===== config.mk =====
export PLATFORM = sky130hd
export DESIGN_NAME = bram_arbiter_flat
export DESIGN_NICKNAME = d
export VERILOG_FILES = /design/src/rtl/bram_arb_pkg.sv /design/src/rtl/bram_arbiter_if.sv /design/src/rtl/arb_age_counter.sv /design/src/rtl/bram_arbiter.sv /design/src/flat_wrapper.sv
export SDC_FILE = /design/constraint.sdc
export NUM_CORES = 1
export LEC_CHECK = 0
export BUFFER_PORTS_ARGS = -buffer_cell sky130_fd_sc_hd__buf_2
export CORE_AREA = 2 2 91 93
export DETAILED_ROUTE_END_ITERATION = 7
export DIE_AREA = 0 0 93 95
export GPL_TIMING_DRIVEN = 0
export HOLD_SLACK_MARGIN = 0.12
export PLACE_DENSITY = 0.57
export SYNTH_ARGS = -nofsm -noshare
export SYNTH_HDL_FRONTEND = slang
export SYNTH_HIERARCHICAL = 1
export SYNTH_SLANG_ARGS = --single-unit

===== constraint.sdc =====
create_clock -name clk -period 2.2 [get_ports clk]
set_clock_uncertainty 0.2 [all_clocks]
set_input_delay 0.22 -clock clk [delete_from_list [all_inputs] [get_ports clk]]
set_output_delay 0.22 -clock clk [all_outputs]
set_load 0.005 [all_outputs]

===== src/rtl/bram_arb_pkg.sv =====
// Shared types for the block-RAM arbiter: read-response owner tag and full-word strobe.
package bram_arb_pkg;

  typedef enum logic [1:0] {OWN_NONE, OWN_D, OWN_X, OWN_I} owner_e;

  localparam logic [3:0] FULL_STRB = 4'b1111;

endpackage


===== src/rtl/bram_arbiter_if.sv =====
// Request/response bundle for the three RAM requesters plus the RAM-side port.
interface bram_arbiter_if #(
  parameter int unsigned AW = 14
);

  logic          d_valid;
  logic          d_wr;
  logic [AW-1:0] d_addr;
  logic [31:0]   d_wdata;
  logic [3:0]    d_wstrb;
  logic          d_ready;
  logic          d_rsp_valid;

  logic          i_valid;
  logic [AW-1:0] i_addr;
  logic          i_ready;
  logic          i_rsp_valid;

  logic          x_valid;
  logic          x_wr;
  logic [AW-1:0] x_addr;
  logic [31:0]   x_wdata;
  logic          x_ready;
  logic          x_rsp_valid;

  logic [31:0]   rsp_rdata;

  logic [AW-1:0] m_addr;
  logic [3:0]    m_we;
  logic [31:0]   m_wdata;
  logic [31:0]   m_rdata;

  modport slave (
    input  d_valid, d_wr, d_addr, d_wdata, d_wstrb,
    input  i_valid, i_addr,
    input  x_valid, x_wr, x_addr, x_wdata,
    input  m_rdata,
    output d_ready, d_rsp_valid, i_ready, i_rsp_valid, x_ready, x_rsp_valid,
    output rsp_rdata, m_addr, m_we, m_wdata
  );

  modport master (
    output d_valid, d_wr, d_addr, d_wdata, d_wstrb,
    output i_valid, i_addr,
    output x_valid, x_wr, x_addr, x_wdata,
    output m_rdata,
    input  d_ready, d_rsp_valid, i_ready, i_rsp_valid, x_ready, x_rsp_valid,
    input  rsp_rdata, m_addr, m_we, m_wdata
  );

endinterface


===== src/rtl/arb_age_counter.sv =====
// Saturating wait counter for one requester; flags when it has waited MaxWait cycles.
module arb_age_counter #(
  parameter int unsigned MaxWait = 8
) (
  input  logic clk,
  input  logic resetn,
  input  logic valid_i,
  input  logic ready_i,
  output logic at_limit_o
);

  localparam int unsigned CntW = $clog2(MaxWait + 1);

  logic [CntW-1:0] cnt_q, cnt_d;

  always_comb begin
    cnt_d = cnt_q;
    if (!valid_i || ready_i) begin
      cnt_d = '0;
    end else if (cnt_q != CntW'(MaxWait)) begin
      cnt_d = cnt_q + CntW'(1);
    end
  end

  always_ff @(posedge clk) begin
    if (!resetn) begin
      cnt_q <= '0;
    end else begin
      cnt_q <= cnt_d;
    end
  end

  assign at_limit_o = (cnt_q == CntW'(MaxWait));

endmodule


===== src/rtl/bram_arbiter.sv =====
// Single-port BRAM arbiter for data bus, instruction bus and DMA; fixed priority d > x > i.
// Define ARB_STARVE_GUARD_EN to let x/i preempt d after MAX_WAIT cycles of waiting.
module bram_arbiter
  import bram_arb_pkg::*;
#(
  parameter int unsigned AW = 14
`ifdef ARB_STARVE_GUARD_EN
  ,
  parameter int unsigned MAX_WAIT = 8
`endif
) (
  input logic            clk,
  input logic            resetn,
  bram_arbiter_if.slave  bus
);

  logic          d_gnt, x_gnt, i_gnt;
  logic          x_force, i_force;
  logic [AW-1:0] addr_sel;
  logic [3:0]    we_sel;
  logic [31:0]   wdata_sel;
  owner_e        owner_q, owner_d;

`ifdef ARB_STARVE_GUARD_EN
  logic x_at_limit, i_at_limit;

  arb_age_counter #(
    .MaxWait (MAX_WAIT)
  ) u_x_age (
    .clk        (clk),
    .resetn     (resetn),
    .valid_i    (bus.x_valid),
    .ready_i    (x_gnt),
    .at_limit_o (x_at_limit)
  );

  arb_age_counter #(
    .MaxWait (MAX_WAIT)
  ) u_i_age (
    .clk        (clk),
    .resetn     (resetn),
    .valid_i    (bus.i_valid),
    .ready_i    (i_gnt),
    .at_limit_o (i_at_limit)
  );

  assign x_force = bus.x_valid & x_at_limit;
  assign i_force = bus.i_valid & i_at_limit;
`else
  assign x_force = 1'b0;
  assign i_force = 1'b0;
`endif

  // Starved ports jump the queue ahead of d; x beats i when both are starved.
  always_comb begin
    d_gnt = 1'b0;
    x_gnt = 1'b0;
    i_gnt = 1'b0;
    if (resetn) begin
      if (x_force)          x_gnt = 1'b1;
      else if (i_force)     i_gnt = 1'b1;
      else if (bus.d_valid) d_gnt = 1'b1;
      else if (bus.x_valid) x_gnt = 1'b1;
      else if (bus.i_valid) i_gnt = 1'b1;
    end
  end

  always_comb begin
    addr_sel  = bus.i_addr;
    we_sel    = '0;
    wdata_sel = bus.d_wdata;
    owner_d   = OWN_NONE;
    if (d_gnt) begin
      addr_sel = bus.d_addr;
      if (bus.d_wr) we_sel  = bus.d_wstrb;
      else          owner_d = OWN_D;
    end else if (x_gnt) begin
      addr_sel  = bus.x_addr;
      wdata_sel = bus.x_wdata;
      if (bus.x_wr) we_sel  = FULL_STRB;
      else          owner_d = OWN_X;
    end else if (i_gnt) begin
      owner_d = OWN_I;
    end
  end

  always_ff @(posedge clk) begin
    if (!resetn) begin
      owner_q <= OWN_NONE;
    end else begin
      owner_q <= owner_d;
    end
  end

  assign bus.d_ready = d_gnt;
  assign bus.x_ready = x_gnt;
  assign bus.i_ready = i_gnt;

  // Gated by resetn so a response in flight when reset asserts never surfaces.
  assign bus.d_rsp_valid = resetn && (owner_q == OWN_D);
  assign bus.x_rsp_valid = resetn && (owner_q == OWN_X);
  assign bus.i_rsp_valid = resetn && (owner_q == OWN_I);
  assign bus.rsp_rdata   = bus.m_rdata;

  assign bus.m_addr  = addr_sel;
  assign bus.m_we    = we_sel;
  assign bus.m_wdata = wdata_sel;

endmodule


===== src/flat_wrapper.sv =====
// flat-port wrapper written by rule: the top's interface ports become plain ports
module bram_arbiter_flat import bram_arb_pkg::*;
#(
  parameter int unsigned AW = 14

)
  (clk, resetn, bus_d_valid, bus_d_wr, bus_d_addr, bus_d_wdata, bus_d_wstrb, bus_i_valid, bus_i_addr, bus_x_valid, bus_x_wr, bus_x_addr, bus_x_wdata, bus_m_rdata, bus_d_ready, bus_d_rsp_valid, bus_i_ready, bus_i_rsp_valid, bus_x_ready, bus_x_rsp_valid, bus_rsp_rdata, bus_m_addr, bus_m_we, bus_m_wdata);
  bram_arbiter_if #(.AW(AW)) bus_i ();
  input logic clk;
  input logic resetn;
  input wire logic [$bits(bus_i.d_valid)-1:0] bus_d_valid;
  input wire logic [$bits(bus_i.d_wr)-1:0] bus_d_wr;
  input wire logic [$bits(bus_i.d_addr)-1:0] bus_d_addr;
  input wire logic [$bits(bus_i.d_wdata)-1:0] bus_d_wdata;
  input wire logic [$bits(bus_i.d_wstrb)-1:0] bus_d_wstrb;
  input wire logic [$bits(bus_i.i_valid)-1:0] bus_i_valid;
  input wire logic [$bits(bus_i.i_addr)-1:0] bus_i_addr;
  input wire logic [$bits(bus_i.x_valid)-1:0] bus_x_valid;
  input wire logic [$bits(bus_i.x_wr)-1:0] bus_x_wr;
  input wire logic [$bits(bus_i.x_addr)-1:0] bus_x_addr;
  input wire logic [$bits(bus_i.x_wdata)-1:0] bus_x_wdata;
  input wire logic [$bits(bus_i.m_rdata)-1:0] bus_m_rdata;
  output wire logic [$bits(bus_i.d_ready)-1:0] bus_d_ready;
  output wire logic [$bits(bus_i.d_rsp_valid)-1:0] bus_d_rsp_valid;
  output wire logic [$bits(bus_i.i_ready)-1:0] bus_i_ready;
  output wire logic [$bits(bus_i.i_rsp_valid)-1:0] bus_i_rsp_valid;
  output wire logic [$bits(bus_i.x_ready)-1:0] bus_x_ready;
  output wire logic [$bits(bus_i.x_rsp_valid)-1:0] bus_x_rsp_valid;
  output wire logic [$bits(bus_i.rsp_rdata)-1:0] bus_rsp_rdata;
  output wire logic [$bits(bus_i.m_addr)-1:0] bus_m_addr;
  output wire logic [$bits(bus_i.m_we)-1:0] bus_m_we;
  output wire logic [$bits(bus_i.m_wdata)-1:0] bus_m_wdata;
  assign bus_i.d_valid = bus_d_valid;
  assign bus_i.d_wr = bus_d_wr;
  assign bus_i.d_addr = bus_d_addr;
  assign bus_i.d_wdata = bus_d_wdata;
  assign bus_i.d_wstrb = bus_d_wstrb;
  assign bus_i.i_valid = bus_i_valid;
  assign bus_i.i_addr = bus_i_addr;
  assign bus_i.x_valid = bus_x_valid;
  assign bus_i.x_wr = bus_x_wr;
  assign bus_i.x_addr = bus_x_addr;
  assign bus_i.x_wdata = bus_x_wdata;
  assign bus_i.m_rdata = bus_m_rdata;
  assign bus_d_ready = bus_i.d_ready;
  assign bus_d_rsp_valid = bus_i.d_rsp_valid;
  assign bus_i_ready = bus_i.i_ready;
  assign bus_i_rsp_valid = bus_i.i_rsp_valid;
  assign bus_x_ready = bus_i.x_ready;
  assign bus_x_rsp_valid = bus_i.x_rsp_valid;
  assign bus_rsp_rdata = bus_i.rsp_rdata;
  assign bus_m_addr = bus_i.m_addr;
  assign bus_m_we = bus_i.m_we;
  assign bus_m_wdata = bus_i.m_wdata;
  bram_arbiter #(.AW(AW)) u_core (.clk(clk), .resetn(resetn), .bus(bus_i));
endmodule

=== Yosys cells after proc, flatten, opt, wreduce, memory -nomap -nowiden ===
Cells that the tools add are included.

* Register bits: 2

* Equal/unequal tests: 3
* Muxes and demuxes: 22
* Reductions and logical operators: 3

{| class="wikitable"
|+ Operators with widths
! kind !! count
|-
| two-way mux 32 bit || 2
|-
| two-way mux 14 bit || 2
|-
| two-way mux 4 bit || 4
|-
| two-way mux 1 bit || 10
|-
| two-way mux 2 bit || 4
|-
| equality test 2 bit, second input constant || 2
|-
| logical AND 1 bit || 3
|-
| equality test 2 x 1 -> 1 bit, second input constant || 1
|}

=== Depth between registers and ports, before layout ===
Gate-level depths: netlist of run 1.

* Word-level depth: 7
* Gate-level depth with buffers: 5

=== Least setup slack after synthesis of run 1 ===
Ideal clock, no wire load.

* Path kind: input -> output
* Start: input port bus_x_valid
* End: output port bus_m_wdata[0]
* Data arrival time: 992 ps
* Required time: 1,780 ps
* Slack: 788 ps
* Stages: 4
* Path buffers: 2
* Cell sequence: buf_2 -> nand3b_4 -> buf_6 -> mux2_4

* Cells in the longest elaborated chain, start to end: 5

{| class="wikitable"
|+ Ends and longest elaborated chain
! item !! line !! text
|-
| start: declaration || flat_wrapper.sv:18 || <nowiki>input wire logic [$bits(bus_i.x_valid)-1:0] bus_x_valid;</nowiki>
|-
| two-way mux 1 bit || bram_arbiter.sv:63 || <nowiki>else if (bus.x_valid) x_gnt = 1'b1;</nowiki>
|-
| two-way mux 1 bit || bram_arbiter.sv:62 || <nowiki>else if (bus.d_valid) d_gnt = 1'b1;</nowiki>
|-
| two-way mux 1 bit || bram_arbiter.sv:59 || <nowiki>if (resetn) begin</nowiki>
|-
| two-way mux 32 bit || bram_arbiter.sv:77 || <nowiki>end else if (x_gnt) begin</nowiki>
|-
| two-way mux 32 bit || bram_arbiter.sv:73 || <nowiki>if (d_gnt) begin</nowiki>
|-
| end: declaration || flat_wrapper.sv:32 || <nowiki>output wire logic [$bits(bus_i.m_wdata)-1:0] bus_m_wdata;</nowiki>
|}

No other way between the ends.

=== Final worst setup path of run 1 ===
* Start: input port bus_x_valid
* End: output port bus_m_addr[5]

* Cells in the longest elaborated chain, start to end: 5

{| class="wikitable"
|+ Ends and longest elaborated chain
! item !! line !! text
|-
| two-way mux 1 bit || bram_arbiter.sv:63 ||
|-
| two-way mux 1 bit || bram_arbiter.sv:62 ||
|-
| two-way mux 1 bit || bram_arbiter.sv:59 ||
|-
| two-way mux 14 bit || bram_arbiter.sv:77 ||
|-
| two-way mux 14 bit || bram_arbiter.sv:73 ||
|-
| end: declaration || flat_wrapper.sv:30 || <nowiki>output wire logic [$bits(bus_i.m_addr)-1:0] bus_m_addr;</nowiki>
|}

No other way between the ends.

==> impl_results.md, run 1 <==
* Switching portion of total power at roughly a third
* Sequential share of power at approximately 6.3%
* Vias after detailed routing at between 1,500 and 2,000
* Layout area overhead at 91.7%
* Overflow after GRT at 0
* Nets@finish at 517
* IO Count at 237
* Std-Cell Rows at 33
* Grt met1 use at roughly 12%
* CTS tree: yes
* Total internal power at roughly 0.00043 W
* Crit. End Element: output pin
* Hold_ws at between 0.1 and 0.15 ns
* Min-Delay Startpoint: bus_i_valid
* Busiest grt layer: met2
* Mapped Cells at ~160
* Peak supply drop at between 0.09 and 0.1 mV
* Vias in the first global route at about 1,800
* Worst slack at placement at between 0.3 and 0.4 ns
* First-pass DRT Iterations at 4
* CTS sink cnt at 2
* WL/cell at approximately 13 um
* Syn. warnings at 6
* DIE AREA at slightly below 9000 um2
* Top cell type's share of synthesized area at 33.5%
* CTS root buf: clkbuf_8
* Mean area per synthesized cell at just over 8 um2
* CP max FO at 10
* Die height at between 90 and 100 um
* Die width at 93 um
* Total track usage at about an eighth
* Synth cell types at 23
* Worst-Margin Slew at between 0.4 and 0.5 ns
* Critical path launch point type: primary input
* Post-route setup slack at between 0.3 and 0.4 ns
* Max-slew headroom at between 60 and 70%
* Synth top area cells: mux2_4 (34%), buf_4 (18%), nor3_1 (16%)
* Fin util at a little under a third
* RSZ-0062 raised after global routing: no
* Comb pwr share at 71.2%
* Sequential share of the synthesized area at 3.08%
* Max Freq at 547 MHz
* Syn Nets at slightly above 300
* Clock share of power at between 20% and 30%
* Number of flip-flops in the largest register at 2
* Clk buf depth at 2
* P_sw at around 0.0002 W
* Fill cells at between 800 and 900
* Worst hold path class: primary input to flop
* Starting Density at between 15 and 20%
* Pwr/cell area at 252 nW/um2
* Final period util at 83.1%
* Crit path launch: bus_x_valid
* Final setup TNS at 0 ns
* Min Tclk post-route at ~1.8 ns
* Cts bufs inserted at 3
* Initial antenna violation count at 1
* H-tree Lvls at 1
* Core area at slightly below 8000 um2
* Placed cells at ~470
* Static leakage at roughly 1.5 nW
* Hold Fails Final Rpt at 0
* Reg with most FFs: u_core/owner_q
* Post-Layout Cell Count at 472
* Resized cells post-CTS at 0
* Met3 usage at between 2 and 3%
* RePlAce Congestion at roughly 0.75
* Number of antenna-violating nets in the routed design at 0
* Final setup viols at 0
* # Max-Cap Violations at 0
* Port buffer count at about 200
* First-pass GRT wire length at 8630 um
* Clock slew at reported path FFs at approximately 0.03 ns
* Initial DRC Count at 32
* Largest net degree at the start of global routing at 11
* # DRC at 0
* Routed wire length at 6170 um
* Share of layout cells above drive strength 1 at between 70 and 80%
* Worst EP required at about 1.8 ns
* Status: finished, final reports clean
* Worst EP arrival at between 1 and 1.5 ns
* Met2 Usage GRT at approximately a quarter
* Cell type with the largest total area after synthesis: mux2_4
* Vias per cell at about 4.2
* Max Transition Viols Final at 0
* Regs by FF count: u_core/owner_q (2)
* Dpl hpwl at roughly 5400 um
* Crit Path Class: primary input to output pin
* Mapped Area at between 1000 and 1500 um2
* FF+latch count, synth at 2
[what timing repair did]
action,in CTS,in global routing
endpoints found under the hold margin,1,0
hold buffers,1,0
setup buffers,0,0
[cell type report]
type	count	area, um2	share of cell area [%]
well taps	105	131	5.28
inverters	2	7.51	0.302
flip-flops and latches	2	40.0	1.61
clock buffers	3	41.3	1.66
repair buffers	202	1020	40.8
diodes	1	2.50	0.101
multi-input cells	111	918	36.9
plain buffers	46	333	13.4
[cell usage after synthesis]
cell type / n
and2_1: 1
buf_4: 32
nand2b_1: 3
nand3_1: 4
nand2_1: 3
nor3_1: 42
mux2_2: 3
and3_1: 1
inv_1: 2
nand3b_4: 1
clkbuf_1: 1
mux2i_1: 1
buf_1: 1
buf_2: 8
nor2_1: 2
mux2_4: 29
a21boi_0: 4
o22ai_1: 14
buf_6: 4
nand3b_1: 1
dfxtp_1: 2
a21oi_1: 1
and3b_1: 1
[routing by layer]
layer	vias to the layer above	share of wire, %
met4	0	1.7
met2	142	52
met5	-	0
met3	4	13
met1	882	34
li1	965	-
[cells by family (layout without fill, tap and decap cells)]
family,Yosys count,count (layout),share of synthesized area (%)
buffers and inverters,48,253,26.2
AOI/OAI and AO/OA,19,19,9.44
other,0,1,0
muxes,33,33,36.9
DFF,2,2,3.08
and+or+nand+nor,59,59,24.4
[worst max-delay path: stages]
cell	delay, ns
buf_2	0.26
nand2_1	0.23
buf_2	0.24
nor3_1	0.22
nor3_1	0.10
buf_2	0.13
[path summary, 6_finish.rpt]
check / end / slack [ns] / cells after the start
min: u_core/owner_q[1]$_SDFF_PP0_ / 0.15 / 3
max: bus_m_addr[5] / 0.37 / 6
[per-stage QoR]
step,cell area [um2],total power [W]
4_1_cts,2490,0.000636
6_report,2490,0.000626
5_1_grt,2490,0.000681
2_1_floorplan,1300,0.000259
3_5_place_dp,2440,0.000489
3_3_place_gp,2440,0.000485
[layout by cell type, fill, tap and decap left out, drive strengths merged, types with 3 or more instances in the layout]
cell type	instances
a21boi	4
buf	246
clkbuf	4
mux2	32
nand2	3
nand2b	3
nand3	4
nor3	42
o22ai	14
[power by group through the flow]
stage                     registers (W)  logic, W  clock network, W
after global routing          0.0000401  0.000486          0.000154
after detailed placement      0.0000401  0.000449                 0
after global placement        0.0000400  0.000445                 0
after CTS                     0.0000397  0.000453          0.000144
final                         0.0000397  0.000446          0.000141
after floorplan               0.0000397  0.000219                 0
Power figures use the tool's default switching activity.
==> run 2: changes to the inputs <==
==> constraint.sdc (replaced) <==
create_clock -name clk -period 1.75 [get_ports clk]
set_clock_uncertainty 0.2 [all_clocks]
set_input_delay 0.175 -clock clk [delete_from_list [all_inputs] [get_ports clk]]
set_output_delay 0.175 -clock clk [all_outputs]
set_load 0.005 [all_outputs]
==> run 2 against run 1 <==
Effect of this change: routed wire length about the same; global-route usage rose by 0.12 points; cell count is 0.21% higher; non-clock buffer count increased by 1; sequential share of layout area barely moved; via count shrank 0.15%; first-iteration DRC count decreased by 16%; critical path depth is 1 lower; clock power rose by 26%; design area is 0.85% higher; setup slack got worse by 0.32 ns; clock-buffer cell count is the same.
==> impl_results.md, run 2 (synthesis gave the netlist of run 1 again) <==
* CP max FO at 2
* Max Freq at 589 MHz
* Total track usage at between 10% and 20%
* Worst hold path class: primary input to flop
* Std-Cell Rows at 33
* Fill cells at between 800 and 900
* Final period util at a little over nine tenths
* Min-Delay Startpoint: bus_d_valid
* Vias in the first global route at 1,806
* Starting Density at approximately 16%
* RePlAce Congestion at approximately 0.75
* WL/cell at 13.0 um
* Die width at between 90 and 100 um
* Tot Pwr at between 0.0007 and 0.0008 W
* Regs by FF count: u_core/owner_q (2)
* Initial antenna violation count at 1
* Nets@finish at 518
* DIE AREA at around 9000 um2
* Max Transition Viols Final at 0
* Dpl hpwl at about 5400 um
* Number of flip-flops in the largest register at 2
* # Max-Cap Violations at 0
* Hold path depth at 3
* Initial DRC Count at 27
* Commonest non-fill, non-tap cell in the layout: buf_2
* Worst EP required at approximately 1.7 ns
* Commonest cells after routing, fill and taps aside: buf_2 (209), nor3_1 (41), buf_4 (32), mux2_4 (29), o22ai_1 (14)
* Port buffer count at about 200
* Die height at between 90 and 100 um
* Multi-input logic area at 928 um2
* Vias after detailed routing at 1,990
* Register area at between 40 and 50 um2
* Static leakage at 1.50 nW
* Number of antenna-violating nets in the routed design at 0
* Overflow after GRT at 0
* # DRC at 0
* Hold Path Sink: u_core/owner_q[0]$_SDFF_PN0_
* Final setup viols at 0
* Reg with most FFs: u_core/owner_q
* First-pass DRT Iterations at 4
* CTS root buf: clkbuf_8
* Peak supply drop at 0.122 mV
* Max-slew headroom at ~77%
* Clock slew at reported path FFs at 0.03 ns
* Clk buf depth at 2
* Pwr/cell area at ~310 nW/um2
* Routed wire length at 6170 um
* Vias per cell at between 4 and 5
* RSZ-0062 raised after global routing: no
* Critical path launch point type: primary input
* Share of layout cells above drive strength 1 at between 70 and 80%
* First-pass GRT wire length at a little under 9000 um
* Worst-Margin Slew at 0.340 ns
* Worst EP arrival at 1.64 ns
* Status: finished, final reports clean
* Crit. End Element: flop
* Final setup TNS at 0 ns
* IO Count at between 200 and 250
* Fin util at a little under a third
* Post-CTS Setup Inserts at 0
* CTS sink cnt at 2
* Crit Path Class: primary input to flop
* Largest net degree at the start of global routing at 11
* Min Tclk post-route at 1.70 ns
* Layout area overhead at 93.4%
* H-tree Lvls at 1
* Cts bufs inserted at 3
* Hold Fails Final Rpt at 0
* CTS tree: yes
* Core area at ~8000 um2
[run 2: cell count changes in the layout (fill, tap and decap cells not counted), sizes merged]
cell / before / now
buf: 246 / 245
clkbuf: 4 / 5
dlygate4sd3: 1 / 2
[run 2: area by class of cell]
cell class | instances | share of cell area [%]
well taps | 105 | 5.23
clock buffers | 3 | 1.64
diodes | 1 | 0.0997
flip-flops and latches | 2 | 1.59
plain buffers | 46 | 13.3
multi-input cells | 111 | 37.0
inverters | 2 | 0.299
repair buffers | 203 | 40.9
[run 2: routing by layer]
layer	routed length (um)	part of all wire, %	vias to the layer above	track usage (%)
li1	-	-	968	-
met2	3200	52	140	24.9
met5	0	0	-	0
met4	102	1.7	0	2.94
met3	772	13	4	2.87
met1	2100	34	878	12.5
[run 2: worst max-delay path by stage]
stage,from,endpoint,slack [ns],depth (start not counted)
2_1_floorplan,bus_x_valid,bus_m_wdata[0],0.43,4
3_3_place_gp,bus_x_valid,bus_m_addr[6],-0.03,6
3_5_place_dp,bus_x_valid,bus_m_addr[5],-0.02,6
4_1_cts,resetn,bus_m_addr[6],0.0009,6
5_1_grt,bus_x_wr,u_core/owner_q[1]$_SDFF_PP0_,0.01,5
6_report,bus_x_wr,u_core/owner_q[1]$_SDFF_PP0_,0.05,5
[run 2: repair_timing]
action                                  in CTS  in global routing
endpoints found under the setup margin       1                  8
gates resized for setup                      1                  3
hold buffers                                 2                  0
hold endpoints to repair                     1                  0
[run 2: metrics by stage]
step	std cells	setup slack, ns	instance area (um2)	hold slack [ns]
after global routing	473	0.0104	2510	0.211
final	473	0.0526	2510	0.181
after detailed placement	467	-0.0206	2440	0.276
after CTS	472	0.000883	2500	0.169
after global placement	467	-0.0304	2440	0.265
after floorplan	161	0.428	1300	0.155
[run 2: critical path: stages]
cell	delay (ns)
dlygate4sd3_1	0.53
buf_2	0.12
nand2b_1	0.13
a21oi_1	0.14
dlygate4sd3_1	0.55
[run 2: power breakdown]
group          switching [W]  internal [W]  total [W]
sequential        0.00000138     0.0000485  0.0000498
combinational       0.000219      0.000346   0.000564
clock              0.0000316      0.000145   0.000177
==> run 3: changes to the inputs <==
--- a/config.mk
+++ b/config.mk
@@ -6,13 +6,13 @@
 export NUM_CORES = 1
 export LEC_CHECK = 0
 export BUFFER_PORTS_ARGS = -buffer_cell sky130_fd_sc_hd__buf_2
-export CORE_AREA = 2 2 91 93
+export CORE_AREA = 2 2 92 94
 export DETAILED_ROUTE_END_ITERATION = 7
-export DIE_AREA = 0 0 93 95
+export DIE_AREA = 0 0 94 96
 export GPL_TIMING_DRIVEN = 0
 export HOLD_SLACK_MARGIN = 0.12
 export PLACE_DENSITY = 0.57
+export REMOVE_ABC_BUFFERS = 1
 export SYNTH_ARGS = -nofsm -noshare
 export SYNTH_HDL_FRONTEND = slang
-export SYNTH_HIERARCHICAL = 1
 export SYNTH_SLANG_ARGS = --single-unit
==> constraint.sdc (replaced) <==
create_clock -name clk -period 1.6 [get_ports clk]
set_clock_uncertainty 0.2 [all_clocks]
set_input_delay 0.16 -clock clk [delete_from_list [all_inputs] [get_ports clk]]
set_output_delay 0.16 -clock clk [all_outputs]
set_load 0.005 [all_outputs]
==> run 3 against run 2 <==
Effect of this change: synthesized cell count is 1.9% lower; sequential power is 9.4% higher; first-iteration DRC count rose by 120%; flip-flop and latch count is the same; largest cell class unchanged.
==> impl_results.md, run 3 <==
* Layout area overhead at 60.2%
* Largest net degree at the start of global routing at 22
* Cell type with the largest total area after synthesis: mux2_4
* Post-route setup slack at roughly 0.054 ns
* Initial DRC Count at between 50 and 60
* Reg with most FFs: u_core.owner_q
* Multiplexer share of the synthesized area at about a third
* Vias after detailed routing at between 1,500 and 2,000
* Commonest cells after routing, fill and taps aside: buf_2 (169), inv_1 (29), mux2_4 (29), nor2b_1 (15), a222oi_1 (14)
* Port buffer count at 172
* Hold path depth at 0
* Min-Delay Startpoint: bus_m_rdata[3]
* Number of synthesized flops with an enable pin at 0
* Synth Area in Compound Gates at about 14%
* H-tree Lvls at 1
* Top-count cell post-synth: buf_4
* Vias in the first global route at between 1,500 and 2,000
* First-pass DRT Iterations at 4
* XOR/XNOR Fraction of Synth Area at 0%
* CTS sink cnt at 2
* Pwr/cell area at 348 nW/um2
* Max Freq at 647 MHz
* Initial antenna violation count at 0
* Mapped Cells at ~160
* Std-Cell Rows at 33
* Worst hold path class: primary input to output pin
* FF+latch count, synth at 2
* Static leakage at approximately 1.4 nW
* Top cell type's share of synthesized area at between 30% and 40%
* Area after DPL at roughly 2000 um2
* Starting Density at between 10% and 20%
* Hold_ws at approximately 0.12 ns
* CTS tree: yes
* Clk buf depth at 2
* Worst EP required at 1.24 ns
* Total track usage at between 10% and 20%
* Critical path launch point type: primary input
* Nets@finish at around 450
* Largest family of logic cells by synthesized area: multiplexers
* Synth Area in Simple Gates at 15.3%
* Cell area after layout at roughly 2200 um2
* Core area at roughly 8100 um2
* RSZ-0062 raised after global routing: yes
* Ys flop type: dfxtp_1
* Dpl hpwl at 4930 um
* First-pass GRT wire length at 7710 um
* Async S/R FF share, synth at 0%
* Mean area per synthesized cell at roughly 8.6 um2
* Overflow after GRT at 0
* Max Transition Viols Final at 0
* Final period util at a little over nine tenths
* Fill cells at 922
* Status: finished, final reports clean
* Final setup viols at 0
* Worst slack at placement at -0.454 ns
* RePlAce Congestion at around 0.65
* Min Tclk post-route at around 1.5 ns
* Worst-Margin Slew at around 0.40 ns
* Mapped Area at 1360 um2
* Sequential share of the synthesized area at just under 3%
* # Max-Cap Violations at 0
* Share of layout cells above drive strength 1 at ~73%
* Synth top area cells: mux2_4 (32%), buf_4 (20%), a222oi_1 (10%)
* WL/cell at about 15 um
* Commonest non-fill, non-tap cell in the layout: buf_2
* Max-slew headroom at 73.3%
* IO Count at between 200 and 250
* CP max FO at 15
* Worst EP arrival at 1.19 ns
* Crit. End Element: output pin
* Post-Synth Adder-Cell Area at 0%
* Crit Path Class: primary input to output pin
* ANT cells at 0
* Hold Fails Final Rpt at 0
* Cts bufs inserted at 3
* # DRC at 0
* Synth cell types at 24
* Vias per cell at approximately 4.3
* DIE AREA at 9020 um2
* Syn. warnings at 0
* Number of antenna-violating nets in the routed design at 0
* Peak supply drop at about 0.22 mV
* Synth top cells by count: buf_4 (36), inv_1 (29), mux2_4 (29)
* Number of flip-flops in the largest register at 2
* CTS root buf: clkbuf_8
* Regs by FF count: u_core.owner_q (2)
* Hold Path Sink: bus_rsp_rdata[3]
* Die height at roughly 96 um
* Final setup TNS at 0 ns
* Die width at about 94 um
* Routed wire length at between 5000 and 6000 um
## run 3: cell types whose count changed after synthesis, sizes merged, moves of 2 or more
| cell | delta |
|---|---|
| nor2b | +16 |
| inv | +27 |
| nor3 | -42 |
| buf | -3 |
| nor3b | +2 |
| o22ai | -14 |
| a222oi | +14 |
| nand2 | -2 |
## run 3: kinds of logic after synthesis
group,count (synthesis)
muxes,32
DFF,2
and+or+nand+nor,31
AOI/OAI and AO/OA,21
buffers and inverters,72
## run 3: worst max-delay path by stage
stage / startpoint / endpoint / depth (start not counted)
6_report: resetn / bus_m_addr[10] / 5
5_1_grt: bus_i_valid / bus_i_ready / 5
4_1_cts: resetn / bus_m_addr[10] / 5
3_5_place_dp: bus_x_valid / bus_m_wdata[2] / 4
3_3_place_gp: bus_x_valid / bus_m_wdata[2] / 4
2_1_floorplan: bus_d_valid / bus_m_wdata[10] / 2
## run 3: repair_timing
item                                    CTS  global route
endpoints found under the setup margin   47             8
hold buffers                              2             0
resized for setup                         5             3
pin swaps                                 2             2
buffers inserted                          3             0
endpoints found under the hold margin     1             0
cloned                                    1             0
## run 3: routing by layer
layer | part of all wire (%) | global-route usage, %
met4 | 0.58 | 2.17
met1 | 39 | 13.8
met3 | 18 | 7.20
met5 | 0.72 | 4.17
met2 | 42 | 17.0
## run 3: worst max-delay path, stage by stage
cell and delay (ns):
clkbuf_4 0.20, nor2b_4 0.17, buf_12 0.14, a222oi_1 0.33, buf_2 0.18
## run 3: through the flow
stage	cells	total power [W]	utilization (%)
3_5_place_dp	392	0.000535	25.0
4_1_cts	401	0.000770	27.0
6_report	401	0.000760	27.1
3_3_place_gp	392	0.000528	25.0
2_1_floorplan	115	0.000264	-
5_1_grt	401	0.000826	27.1
## run 3: final cells by class
cell class | instances | area (um2) | share of cell area, %
flip-flops and latches | 2 | 40.0 | 1.83
multi-input cells | 85 | 910 | 41.7
inverters | 29 | 109 | 4.99
repair buffers | 177 | 952 | 43.6
well taps | 105 | 131 | 6.02
clock buffers | 3 | 41.3 | 1.89
## run 3: power by group
| part | switching [W] | leakage (nW) | internal (W) | total, W |
|---|---|---|---|---|
| Sequential | 0.00000157 | 0.0165 | 0.0000529 | 0.0000545 |
| Combinational | 0.000194 | 1.33 | 0.000313 | 0.000507 |
| Clock | 0.0000393 | 0.0216 | 0.000159 | 0.000198 |
| Total | 0.000235 | 1.37 | 0.000525 | 0.000760 |
